## src/rtl/sram_like_arbiter.sv

```systemverilog
// Round-robin merger of N SRAM-like requesters onto one downstream port.
// Issue-order channel IDs route each downstream response back to its owner.
module sram_like_arbiter #(
  parameter int CHANNEL_COUNT     = 2,
  parameter int ADDRESS_WIDTH     = 32,
  parameter int DATA_WIDTH        = 32,
  parameter int OUTSTANDING_DEPTH = 4
) (
  input  logic                                    clock,
  input  logic                                    reset,
  input  logic [CHANNEL_COUNT-1:0]                upstream_request,
  input  logic [CHANNEL_COUNT-1:0]                upstream_write,
  input  logic [2*CHANNEL_COUNT-1:0]              upstream_size,
  input  logic [ADDRESS_WIDTH*CHANNEL_COUNT-1:0]  upstream_address,
  input  logic [DATA_WIDTH*CHANNEL_COUNT-1:0]     upstream_write_data,
  input  logic [DATA_WIDTH/8*CHANNEL_COUNT-1:0]   upstream_write_strobe,
  output logic [CHANNEL_COUNT-1:0]                upstream_address_ready,
  output logic [CHANNEL_COUNT-1:0]                upstream_data_ready,
  output logic [DATA_WIDTH-1:0]                   upstream_read_data,
  output logic                                    ram_request,
  output logic                                    ram_write,
  output logic [1:0]                              ram_size,
  output logic [ADDRESS_WIDTH-1:0]                ram_address,
  output logic [DATA_WIDTH-1:0]                   ram_write_data,
  output logic [DATA_WIDTH/8-1:0]                 ram_write_strobe,
  input  logic                                    ram_address_ready,
  input  logic                                    ram_data_ready,
  input  logic [DATA_WIDTH-1:0]                   ram_read_data,
  output logic                                    protocol_error
);

  localparam int STROBE_WIDTH = DATA_WIDTH / 8;
  localparam int IW = (CHANNEL_COUNT > 1) ? $clog2(CHANNEL_COUNT) : 1;
  localparam int FW = (OUTSTANDING_DEPTH > 1) ? $clog2(OUTSTANDING_DEPTH) : 1;
  localparam int CW = $clog2(OUTSTANDING_DEPTH + 1);

  logic [IW-1:0] ptr_r;
  logic          lock_r;
  logic [IW-1:0] lock_idx_r;
  logic [IW-1:0] id_fifo_r [OUTSTANDING_DEPTH];
  logic [FW-1:0] head_r;
  logic [FW-1:0] tail_r;
  logic [CW-1:0] count_r;
  logic          error_r;

  logic                     grant_valid_s;
  logic [IW-1:0]            grant_s;
  logic [CHANNEL_COUNT-1:0] grant_onehot_s;
  logic                     full_s;
  logic                     push_s;
  logic                     pop_s;
  logic                     orphan_s;
  logic [IW-1:0]            head_id_s;

  // Grant selection: locked channel wins, else first requester at or after the pointer.
  always_comb begin
    grant_valid_s = 1'b0;
    grant_s       = '0;
    if (lock_r) begin
      grant_valid_s = 1'b1;
      grant_s       = lock_idx_r;
    end else begin
      // Walk offsets from farthest to nearest so the nearest requester is the last write.
      for (int i = CHANNEL_COUNT - 1; i >= 0; i--) begin
        if (upstream_request[(int'(ptr_r) + i) % CHANNEL_COUNT]) begin
          grant_valid_s = 1'b1;
          grant_s       = IW'((int'(ptr_r) + i) % CHANNEL_COUNT);
        end else begin
          grant_valid_s = grant_valid_s;
          grant_s       = grant_s;
        end
      end
    end
  end

  assign grant_onehot_s = grant_valid_s ? (CHANNEL_COUNT'(1) << grant_s) : '0;

  // AND-OR mux of the granted channel's request fields; all zero without a grant.
  always_comb begin
    ram_write        = 1'b0;
    ram_size         = 2'b00;
    ram_address      = '0;
    ram_write_data   = '0;
    ram_write_strobe = '0;
    for (int c = 0; c < CHANNEL_COUNT; c++) begin
      ram_write        = ram_write | (grant_onehot_s[c] & upstream_write[c]);
      ram_size         = ram_size | ({2{grant_onehot_s[c]}} & upstream_size[2*c +: 2]);
      ram_address      = ram_address |
                         ({ADDRESS_WIDTH{grant_onehot_s[c]}} & upstream_address[c*ADDRESS_WIDTH +: ADDRESS_WIDTH]);
      ram_write_data   = ram_write_data |
                         ({DATA_WIDTH{grant_onehot_s[c]}} & upstream_write_data[c*DATA_WIDTH +: DATA_WIDTH]);
      ram_write_strobe = ram_write_strobe |
                         ({STROBE_WIDTH{grant_onehot_s[c]}} & upstream_write_strobe[c*STROBE_WIDTH +: STROBE_WIDTH]);
    end
  end

  assign full_s      = (count_r == CW'(OUTSTANDING_DEPTH));
  assign ram_request = grant_valid_s & ~full_s & ~reset;
  assign push_s      = ram_request & ram_address_ready;
  assign pop_s       = ram_data_ready & (count_r != '0) & ~reset;
  assign orphan_s    = ram_data_ready & (count_r == '0) & ~reset;
  assign head_id_s   = id_fifo_r[head_r];

  assign upstream_address_ready = push_s ? grant_onehot_s : '0;
  assign upstream_data_ready    = pop_s ? (CHANNEL_COUNT'(1) << head_id_s) : '0;
  assign upstream_read_data     = ram_read_data;
  assign protocol_error         = error_r;

  // Pointer, lock, ID FIFO and sticky error state.
  always_ff @(posedge clock) begin
    if (reset) begin
      ptr_r      <= '0;
      lock_r     <= 1'b0;
      lock_idx_r <= '0;
      head_r     <= '0;
      tail_r     <= '0;
      count_r    <= '0;
      error_r    <= 1'b0;
    end else begin
      if (push_s) begin
        id_fifo_r[tail_r] <= grant_s;
        tail_r <= (tail_r == FW'(OUTSTANDING_DEPTH - 1)) ? '0 : tail_r + FW'(1);
        ptr_r  <= (grant_s == IW'(CHANNEL_COUNT - 1)) ? '0 : grant_s + IW'(1);
        lock_r <= 1'b0;
      end else if (ram_request) begin
        // Hold the stalled request steady until the downstream accepts it.
        lock_r     <= 1'b1;
        lock_idx_r <= grant_s;
      end else begin
        lock_r <= lock_r;
      end

      if (pop_s) begin
        head_r <= (head_r == FW'(OUTSTANDING_DEPTH - 1)) ? '0 : head_r + FW'(1);
      end else begin
        head_r <= head_r;
      end

      case ({push_s, pop_s})
        2'b10:   count_r <= count_r + CW'(1);
        2'b01:   count_r <= count_r - CW'(1);
        default: count_r <= count_r;
      endcase

      if (orphan_s) begin
        error_r <= 1'b1;
      end else begin
        error_r <= error_r;
      end
    end
  end

endmodule

```

## config.mk

```make
export PLATFORM = sky130hd
export DESIGN_NAME = sram_like_arbiter
export DESIGN_NICKNAME = d
export VERILOG_FILES = /design/src/rtl/sram_like_arbiter.sv
export SDC_FILE = /design/constraint.sdc
export NUM_CORES = 1
export LEC_CHECK = 0
export ABC_AREA = 1
export CORE_AREA = 2 2 112 114
export DETAILED_ROUTE_END_ITERATION = 6
export DIE_AREA = 0 0 114 116
export PLACE_DENSITY = 0.65
export SLEW_MARGIN = 5
export SYNTH_ARGS = -nofsm -noshare
export SYNTH_HDL_FRONTEND = slang
export SYNTH_SLANG_ARGS = --single-unit
```

## constraint.sdc

```tcl
create_clock -name clock -period 2.05 [get_ports clock]
set_clock_uncertainty 0.05 [all_clocks]
set_input_delay 0.205 -clock clock [delete_from_list [all_inputs] [get_ports clock]]
set_output_delay 0.205 -clock clock [all_outputs]
set_load 0.02 [all_outputs]
```

==> impl_metrics.yaml, run 1 <==
routing:
  dr_total_vias: 2999
  remaining_drc_errors: 0
  wl_per_cell_um: 13.7
  detail_route.iter0.violations: 84
  wl_um: 9990
  drtPass1Iterations: 4
  final_antenna_net_count: 0
  via_per_inst: 4.11
run_status:
  outcome: "complete, no violations"
place:
  detailed_place_hpwl_um: 7600
  io_buf_count: 224
  place_congestion: 0.773
  dpl_cell_area_um2: 4270
timing:
  crit_path_time_final_ns: 1.94
  finalSetupViolations: 0
  timing.slew.headroom_pct: 85.6
  hold_violations: 0
  worst-slew-pin-transition_ns: 0.216
  final.period_utilization_pct: 94.6
  whs_ns: 0.360
  rsz_0062_raised_after_global_routing: "yes"
  report.final.slew_viol_count: 0
  clock.fmax_mhz: 515
clock_network:
  worst_skew_pair.late_latency_ns: 0.25
  tritoncts_num_sinks: 17
  cts_buffers: 3
  cts_buffer_depth: 2
  h-tree-depth: 1
  clockRootBuffer: "sky130_fd_sc_hd__clkbuf_16"
  clock_slew_at_reported_path_ffs_ns: 0.05
  clock_tree_from_tritoncts: "done"
logic_synthesis:
  asr_flop_ratio_synth_pct: 0
  cells_after_synth: 377
  synth-warning-count: 0
  top_ff_cell_synth: "sky130_fd_sc_hd__dfxtp_1"
  synth-seq-area-share_pct: 18.7
  post_synthesis_net_count: 564
  post-synth-top-area-cell: "sky130_fd_sc_hd__nand2_1"
  post_synth_edffs: 4
  synth_largest_type_area_fraction_pct: 44.1
  ys_top_cells_by_area: "sky130_fd_sc_hd__nand2_1, sky130_fd_sc_hd__buf_4, sky130_fd_sc_hd__dfxtp_1"
  synth_area_per_cell_um2: 5.39
  postSynthRegisterBits: 17
  synth_area_um2: 2030
  synth.cells.most_frequent: "sky130_fd_sc_hd__nand2_1, sky130_fd_sc_hd__buf_4, sky130_fd_sc_hd__inv_1"
  yosys.cell_types.count: 17
  synth_most_common_cell: "sky130_fd_sc_hd__nand2_1"
cells_and_area:
  layout-drive-gt1-share_pct: 20.2
  final-seq-area_um2: 383
  finalCoreUtilization_pct: 35.8
  antenna_cells_inserted: 0
  area_of_the_multi_input_gates_um2: 1230
  post-route-cell-area_um2: 4260
  fillers: 1304
  syn2layout_area_growth_pct: 110
  nets: 771
setup_path:
  crit_fanout: 4
  path_class: "reg -> reg"
  timing.critical_path.buf_inv: 3
  endpoint_kind: "flop"
  cpLargestDelayFamily: "adder cells"
  critical_path_arrival_ns: 2.03
  slowest_delay_ns: 0.38
  critical_path_required_ns: 2.14
  path_cells: "nor2_4 -> nand2_4 -> inv_2 -> buf_4 -> nor2_2 -> nand2_1 -> ha_1 -> inv_1 -> fa_1 -> nand2_1 -> nand3_1 -> o21ai_1 -> a21oi_1"
  cp-start-kind: "flop"
  most_prevalent_standard_cell_on_the_critical_path: "sky130_fd_sc_hd__nand2_1"
  crit_slowest_cell: "sky130_fd_sc_hd__fa_1"
job:
  cap_viol_max_count: 0
floorplanning:
  start_util_pct: 17.1
  placement_rows: 40
  placeableCoreArea_um2: 11900
  die_outline_height_um: 116
  fp.dieW_um: 114
  fp.dieArea_um2: 13200
  design.portCount: 289
hold_path:
  timing.hold.worst.class: "in -> out"
power:
  peakVddDrop_mv: 0.237
  p_per_area_nw_per_um2: 481
  leak_uw: 0.00222
global_route:
  grt_antenna_before_repair: 0
  grt_max_degree: 45
  grt_pass1_wl_um: 13200
  track_usage_pct: 12.4
  globalRoute.totalOverflow: 0
  vias_in_the_first_global_route: 2817
[where the power goes]
group	switching, µW	internal, µW	total, µW	leakage, µW
clock	123	264	387	0.0000382
sequential	16.9	369	386	0.000144
combinational	650	628	1280	0.00203
[worst paths after layout]
path	end	depth (start not counted)	slack (ns)	start
worst min register to register	protocol_error	2	0.39	protocol_error
worst max register to register	count_r[2]	13	0.11	lock_r
worst max-delay path	count_r[2]	13	0.11	lock_r
worst min-delay path	upstream_read_data[25]	0	0.36	ram_read_data[25]
[worst reg2reg max path: cells and delay by family (launching register included)]
family	cells	cell delay, ns
simple gates	6	0.45
fa+ha+maj	2	0.55
flops	1	0.34
compound gates	2	0.18
buf+inv	3	0.26
[cells in the final DEF (no fill, tap or decap), drive strengths merged]
master         netlist  routed
nor2                18      18
nand3                6       6
a21oi               11      11
inv                 23      23
dlymetal6s2s         0       1
dfxtp               13      13
edfxtp               4       4
clkbuf               0       8
buf                 48      95
nand4                3       3
ha                   6       6
clkdlybuf4s50        0     146
nand2              241     241
fa                   1       1
o21ai                3       3
dlygate4sd2          0       4
[per-layer routing]
layer | vias to the layer above | global-route usage [%] | wire length [µm]
met5 | - | 0 | 0
li1 | 1508 | - | -
met1 | 1313 | 13.2 | 3720
met3 | 24 | 3.24 | 938
met2 | 154 | 23.8 | 5170
met4 | 0 | 3.82 | 167
[timing repair]
item,4_1_cts,5_1_grt
setup endpoints to repair,75,61
setup buffers,2,0
gates resized for setup,256,72
pin swaps,2,3
endpoints found under the hold margin,0,0
cloned,1,6
hold buffers,0,0
[final cells by class]
| type | count | share of cell area (%) |
|---|---|---|
| Multi-Input combinational cell | 289 | 28.9 |
| Clock buffer | 4 | 1.85 |
| Tap cell | 147 | 4.32 |
| Inverter | 23 | 2.03 |
| Timing Repair Buffer | 250 | 53.9 |
| Sequential cell | 17 | 8.98 |
[per-stage QoR]
stage	instances	setup TNS (ns)	power [µW]	worst slack, ns
after CTS	724	0	2020	0.000837
after floorplan	377	0	1050	0.0475
after global placement	717	-24.21	1680	-0.422
final	730	0	2050	0.110
after detailed placement	717	-26.53	1700	-0.447
after global routing	730	-0.0335	2190	-0.0335
[kinds of logic after synthesis]
group,share of synthesized area [%]
buffers and inverters,22.0
DFF,18.7
and+or+nand+nor,51.2
adders and majority gates,4.68
AOI/OAI and AO/OA,3.45
(Power assumes the default switching activity.)
==> run 2: changes to the inputs <==
--- a/config.mk
+++ b/config.mk
@@ -10,7 +10,7 @@
 export DETAILED_ROUTE_END_ITERATION = 6
 export DIE_AREA = 0 0 114 116
 export PLACE_DENSITY = 0.65
-export SLEW_MARGIN = 5
+export SLEW_MARGIN = 40
 export SYNTH_ARGS = -nofsm -noshare
 export SYNTH_HDL_FRONTEND = slang
 export SYNTH_SLANG_ARGS = --single-unit
==> results of run 2 <==
The final DEF is identical to that of run 1; final timing and power are the same.
